## src/rtl/seven_seg_scroller.sv

```systemverilog
// seven_seg_scroller: display stage for the signed multiplier datapath.
// Captures a 5-digit BCD magnitude plus sign into a 6-character buffer and
// time-multiplexes a 4-digit active-low seven-segment display. Scroll
// pulses slide the 4-character window across the 6 characters.
//
// Ports:
//   clk          system clock, rising edge
//   rst          asynchronous active-high reset
//   load         single-cycle pulse, captures bcd and sign
//   bcd[19:0]    five BCD nibbles, [3:0] = units
//   sign         1 = negative product
//   scroll_left  pulse, window moves towards more-significant characters
//   scroll_right pulse, window moves towards less-significant characters
//   an[3:0]      digit enables, active-low, an[0] = rightmost digit
//   seg[6:0]     {g,f,e,d,c,b,a}, active-low
module seven_seg_scroller #(
    parameter int unsigned REFRESH_DIV = 100000
) (
    input  logic        clk,
    input  logic        rst,
    input  logic        load,
    input  logic [19:0] bcd,
    input  logic        sign,
    input  logic        scroll_left,
    input  logic        scroll_right,
    output logic [3:0]  an,
    output logic [6:0]  seg
);

    localparam int unsigned CNT_W   = (REFRESH_DIV > 1) ? $clog2(REFRESH_DIV) : 1;
    localparam int unsigned NCHAR   = 6;
    localparam logic [CNT_W-1:0] CNT_MAX = CNT_W'(REFRESH_DIV - 1);
    localparam logic [6:0] SEG_BLANK = 7'b1111111;
    localparam logic [6:0] SEG_DASH  = 7'b0111111;
    localparam logic [1:0] OFF_MAX   = 2'd2;

    logic [CNT_W-1:0] cnt_q, cnt_d;
    logic [1:0]       sel_q, sel_d;
    logic [1:0]       off_q, off_d;
    logic [19:0]      bcd_q, bcd_d;
    logic             sign_q, sign_d;
    logic [3:0]       an_q, an_d;
    logic [6:0]       seg_q, seg_d;

    logic [6:0]       char_seg [NCHAR];
    logic [4:0]       sig;
    logic [2:0]       idx;

    // Digit glyphs; anything above 9 renders blank.
    function automatic logic [6:0] encode(input logic [3:0] n);
        logic [6:0] s;
        case (n)
            4'd0:    s = 7'b1000000;
            4'd1:    s = 7'b1111001;
            4'd2:    s = 7'b0100100;
            4'd3:    s = 7'b0110000;
            4'd4:    s = 7'b0011001;
            4'd5:    s = 7'b0010010;
            4'd6:    s = 7'b0000010;
            4'd7:    s = 7'b1111000;
            4'd8:    s = 7'b0000000;
            4'd9:    s = 7'b0010000;
            default: s = SEG_BLANK;
        endcase
        return s;
    endfunction

    // Character buffer with leading-zero blanking. sig[k] is set when some
    // nibble at k or above is a valid nonzero digit; invalid nibbles never count.
    always_comb begin
        sig = '0;
        for (int k = 4; k >= 0; k--) begin
            logic [3:0] n;
            n = bcd_q[4*k +: 4];
            sig[k] = ((n != 4'd0) && (n <= 4'd9)) || ((k < 4) ? sig[k+1] : 1'b0);
        end
        for (int k = 0; k < 5; k++) begin
            if ((k != 0) && !sig[k]) char_seg[k] = SEG_BLANK;
            else                     char_seg[k] = encode(bcd_q[4*k +: 4]);
        end
        char_seg[5] = sign_q ? SEG_DASH : SEG_BLANK;
    end

    // Next-state and registered-output logic.
    always_comb begin
        cnt_d  = cnt_q + CNT_W'(1);
        sel_d  = sel_q;
        off_d  = off_q;
        bcd_d  = bcd_q;
        sign_d = sign_q;
        an_d   = ~(4'b0001 << sel_q);
        seg_d  = SEG_BLANK;

        if (cnt_q == CNT_MAX) begin
            cnt_d = '0;
            sel_d = sel_q + 2'd1;
        end

        // Simultaneous left/right cancels out.
        if (scroll_left && !scroll_right && (off_q != OFF_MAX))
            off_d = off_q + 2'd1;
        else if (scroll_right && !scroll_left && (off_q != 2'd0))
            off_d = off_q - 2'd1;

        if (load) begin
            bcd_d  = bcd;
            sign_d = sign;
        end

        idx = 3'(off_q) + 3'(sel_q);
        case (idx)
            3'd0:    seg_d = char_seg[0];
            3'd1:    seg_d = char_seg[1];
            3'd2:    seg_d = char_seg[2];
            3'd3:    seg_d = char_seg[3];
            3'd4:    seg_d = char_seg[4];
            3'd5:    seg_d = char_seg[5];
            default: seg_d = SEG_BLANK;
        endcase
    end

    always_ff @(posedge clk or posedge rst) begin
        if (rst) begin
            cnt_q  <= '0;
            sel_q  <= '0;
            off_q  <= '0;
            bcd_q  <= '0;
            sign_q <= 1'b0;
            an_q   <= 4'b1111;
            seg_q  <= SEG_BLANK;
        end else begin
            cnt_q  <= cnt_d;
            sel_q  <= sel_d;
            off_q  <= off_d;
            bcd_q  <= bcd_d;
            sign_q <= sign_d;
            an_q   <= an_d;
            seg_q  <= seg_d;
        end
    end

    assign an  = an_q;
    assign seg = seg_q;

endmodule

```

## config.mk

```make
export PLATFORM = sky130hd
export DESIGN_NAME = seven_seg_scroller
export DESIGN_NICKNAME = d
export VERILOG_FILES = /design/src/rtl/seven_seg_scroller.sv
export SDC_FILE = /design/constraint.sdc
export NUM_CORES = 1
export LEC_CHECK = 0
export ABC_CLOCK_PERIOD_IN_PS = 3300
export BUFFER_PORTS_ARGS = -buffer_cell sky130_fd_sc_hd__buf_2
export CAP_MARGIN = 20
export CORE_ASPECT_RATIO = 2
export CORE_UTILIZATION = 64
export CTS_CLUSTER_SIZE = 12
export DETAILED_ROUTE_END_ITERATION = 16
export PLACE_DENSITY_LB_ADDON = 0.1
export SYNTH_ARGS = -nofsm -noshare
export SYNTH_HDL_FRONTEND = slang
export SYNTH_SLANG_ARGS = --single-unit
```

## constraint.sdc

```tcl
create_clock -name clk -period 3.3 [get_ports clk]
set_input_delay 0.66 -clock clk [delete_from_list [all_inputs] [get_ports clk]]
set_output_delay 0.66 -clock clk [all_outputs]
set_load 0.01 [all_outputs]
```

==> results.toml <==
[logic_synthesis]
synth_ff_type = "dfrtp_1"
seq_area_frac_synth_pct = 38.2
synth-edff-count = 0
syn_inst = 391
syn_area_um2 = 3510
synth_nets = 450
yosysWarnings = 0
ys_ff_latch = 53
avgSynthCellArea_um2 = 8.98
synthArstFlopShare_pct = 100
yosysTopAreaCell = "dfrtp_1"
yosysUniqueCellTypes = 56
yosysTopAreaCellShare_pct = 29.9
ys_top_cells_by_area = "dfrtp_1 30%, ha_1 11%, dfstp_2 8.2%"

[routing]
drc = 0
routed_wl_mm = 7.41
drt-pass1-iter-count = 4
drt-initial-drc-count = 82
vias = 2833
viasPerCell = 5.93
wl_per_cell_um = 15.5
ant_nets = 0

[power_and_ir_drop]
leakage_nw = 1.73
power_density_nw_per_um2 = 501
ir_drop_mv = 0.616
finalPower_mw = 1.91

[finish]
drive_gt1_share_pct = 19.0
antenna_cells = 0
fillCellCount = 435
final_cells = 478
area_growth_pct = 8.56
finalInstanceArea_um2 = 3810
finish.utilization_pct = 72.8
nets = 478

[sta]
drv_slew = 0
worst_slew_pin_slew_ns = 0.639
fin_setup_tns_ns = 0
finalHoldWorstSlack_ns = 0.285
rsz0062_at_grt = "false"
fin_skew_ns = 0.0106
period_needed_ns = 2.48
fin_crit_sh_pct = 75.2
fmax_ghz = 0.403
relSlewSlack_pct = 57.2
layout_setup_ws_ns = 0.819
finalSetupViolations = 0
timing.final.hold_violations = 0

[die]
die_w_um = 54.4
start_util_pct = 67.1
core_area_um2 = 5230
die-area_um2 = 5800
rows = 37
io_pins = 37
die_h_um = 107

[run_status]
outcome = "finished clean"

[worst_setup_path]
startpoint = "sel_q[0]"
critical_path_required_ns = 3.54
worstSetupPathType = "reg -> reg"
r2r-start = "sel_q[0]"
start_kind = "flip-flop"
worstPathArrival_ns = 2.72
worstPathMaxFanout = 8
worst_setup_path_end_kind = "flip-flop"

[place]
gp_congestion = 0.908
place_area_um2 = 3690
io_buffers = 36
place_ws_ns = 0.830
dp_hpwl_mm = 5.75
dp.cells = 470

[clock_network]
root_buffer = "clkbuf_8"
cts_tree = "done"
cts_setup_buffers = 0
clock-sinks = 53
cts_buffer_depth = 2
cts_buffers = 5
cts_resized = 0
worstSkewPairLatency_ns = 0.32
clk_pin_slew_worst_paths_ns = 0.10
htreeDepth = 2
hold_buffers = 0

[global_routing]
antenna_found_initial = 0
grt_pass1_wl_mm = 12.3
grt_max_degree = 39
grt.total_usage_pct = 29.0
grt_pass1_vias = 2901
grt-ovfl-total = 0

[min_path]
hold_path_class = "in -> async"

[run]
drv_cap = 0
-- cells by family (layout without fill, tap and decap cells) --
| family | count (synthesis) | in the layout | synth area share, % |
|---|---|---|---|
| AO/OA/AOI/OAI | 95 | 95 | 17.3 |
| AND/OR/NAND/NOR | 141 | 141 | 20.2 |
| adder cells (fa/ha/maj) | 33 | 33 | 12.0 |
| flip-flops | 53 | 53 | 38.2 |
| multiplexers | 10 | 10 | 3.17 |
| XOR/XNOR | 16 | 16 | 3.99 |
| buffers and inverters | 43 | 72 | 5.17 |
-- registers in the layout (all words and copies together), names as in the netlist --
signal and flops:
an 4, sign_q 1, off_q 2, sel_q 2, seg 7, bcd_q 20
cnt_q 17
-- layout make-up --
type                            instances  area, um^2  area share [%]
Clock inverter                          1        30.0           0.788
Tap cell                               58        72.6            1.90
Multi-Input combinational cell        295        1990            52.2
Clock buffer                            7        86.3            2.27
Inverter                               26        97.6            2.56
Timing Repair Buffer                   38         195            5.12
Sequential cell                        53        1340            35.2
-- cells in the final DEF (no fill, tap or decap), types with 3 or more instances in the layout --
cell type	count
o21ai_0	35
inv_1	25
nor4_1	3
nor2_1	39
a21oi_1	23
o211ai_1	10
dfrtp_1	42
a31oi_1	3
nand3_1	9
or2_2	5
nor3_1	7
nor3b_1	3
nand4_1	4
xnor2_1	9
nor2b_1	10
mux2_2	9
dfstp_2	11
buf_2	36
nand2b_1	10
nand2_1	38
ha_1	32
clkbuf_8	6
xor2_1	7
-- Yosys cell counts, drive strengths merged (2+ instances only) --
cell type   n
clkbuf      8
a211oi      2
ha         32
o2111ai     2
or2         5
nor3        8
nor3b       3
and3        2
xor2        7
dfrtp      42
dfstp      11
nor2b      11
nand3b      2
o22ai       4
nand3       9
mux2        9
nor2       39
o211ai     10
xnor2       9
a31oi       3
inv        26
nand2b     12
a221oi      2
a21oi      23
nand4       4
nand2      38
buf         9
o311ai      2
o21ai      36
o31ai       2
nor4        3
-- critical path: stages, from the launching register on --
cell and delay, ns:
dfrtp_1 0.44, ha_1 0.23, fa_1 0.64, nor2_1 0.07
nand2_1 0.25, nor2_1 0.07, a32o_1 0.25, or4_1 0.46
-- power by group --
part           switching, mW  leakage [nW]  internal (mW)  total (mW)
clock                  0.216        0.0585          0.247       0.463
combinational          0.346          1.02          0.260       0.606
sequential            0.0787         0.644          0.762       0.841
total                  0.641          1.73           1.27        1.91
-- worst paths after layout --
check,end,slack [ns],cells past startpoint
max in group asynchronous,an[1],2.19,3
min in group clk,cnt_q[0],0.50,1
worst max register to register,seg[4],0.82,7
worst min register to register,cnt_q[0],0.50,1
worst min-delay path,bcd_q[15],0.29,2
worst max-delay path,seg[4],0.82,7
-- metal layers --
layer / vias up / part of all wire [%] / track usage (%) / routed length (um)
li1: 1397 / - / - / -
met5: - / 0 / 0 / 0
met4: 0 / 3.9 / 15.6 / 287
met2: 50 / 58 / 54.4 / 4300
met3: 23 / 2.0 / 3.97 / 146
met1: 1363 / 36 / 27.7 / 2680
Power figures use the tool's default switching activity.
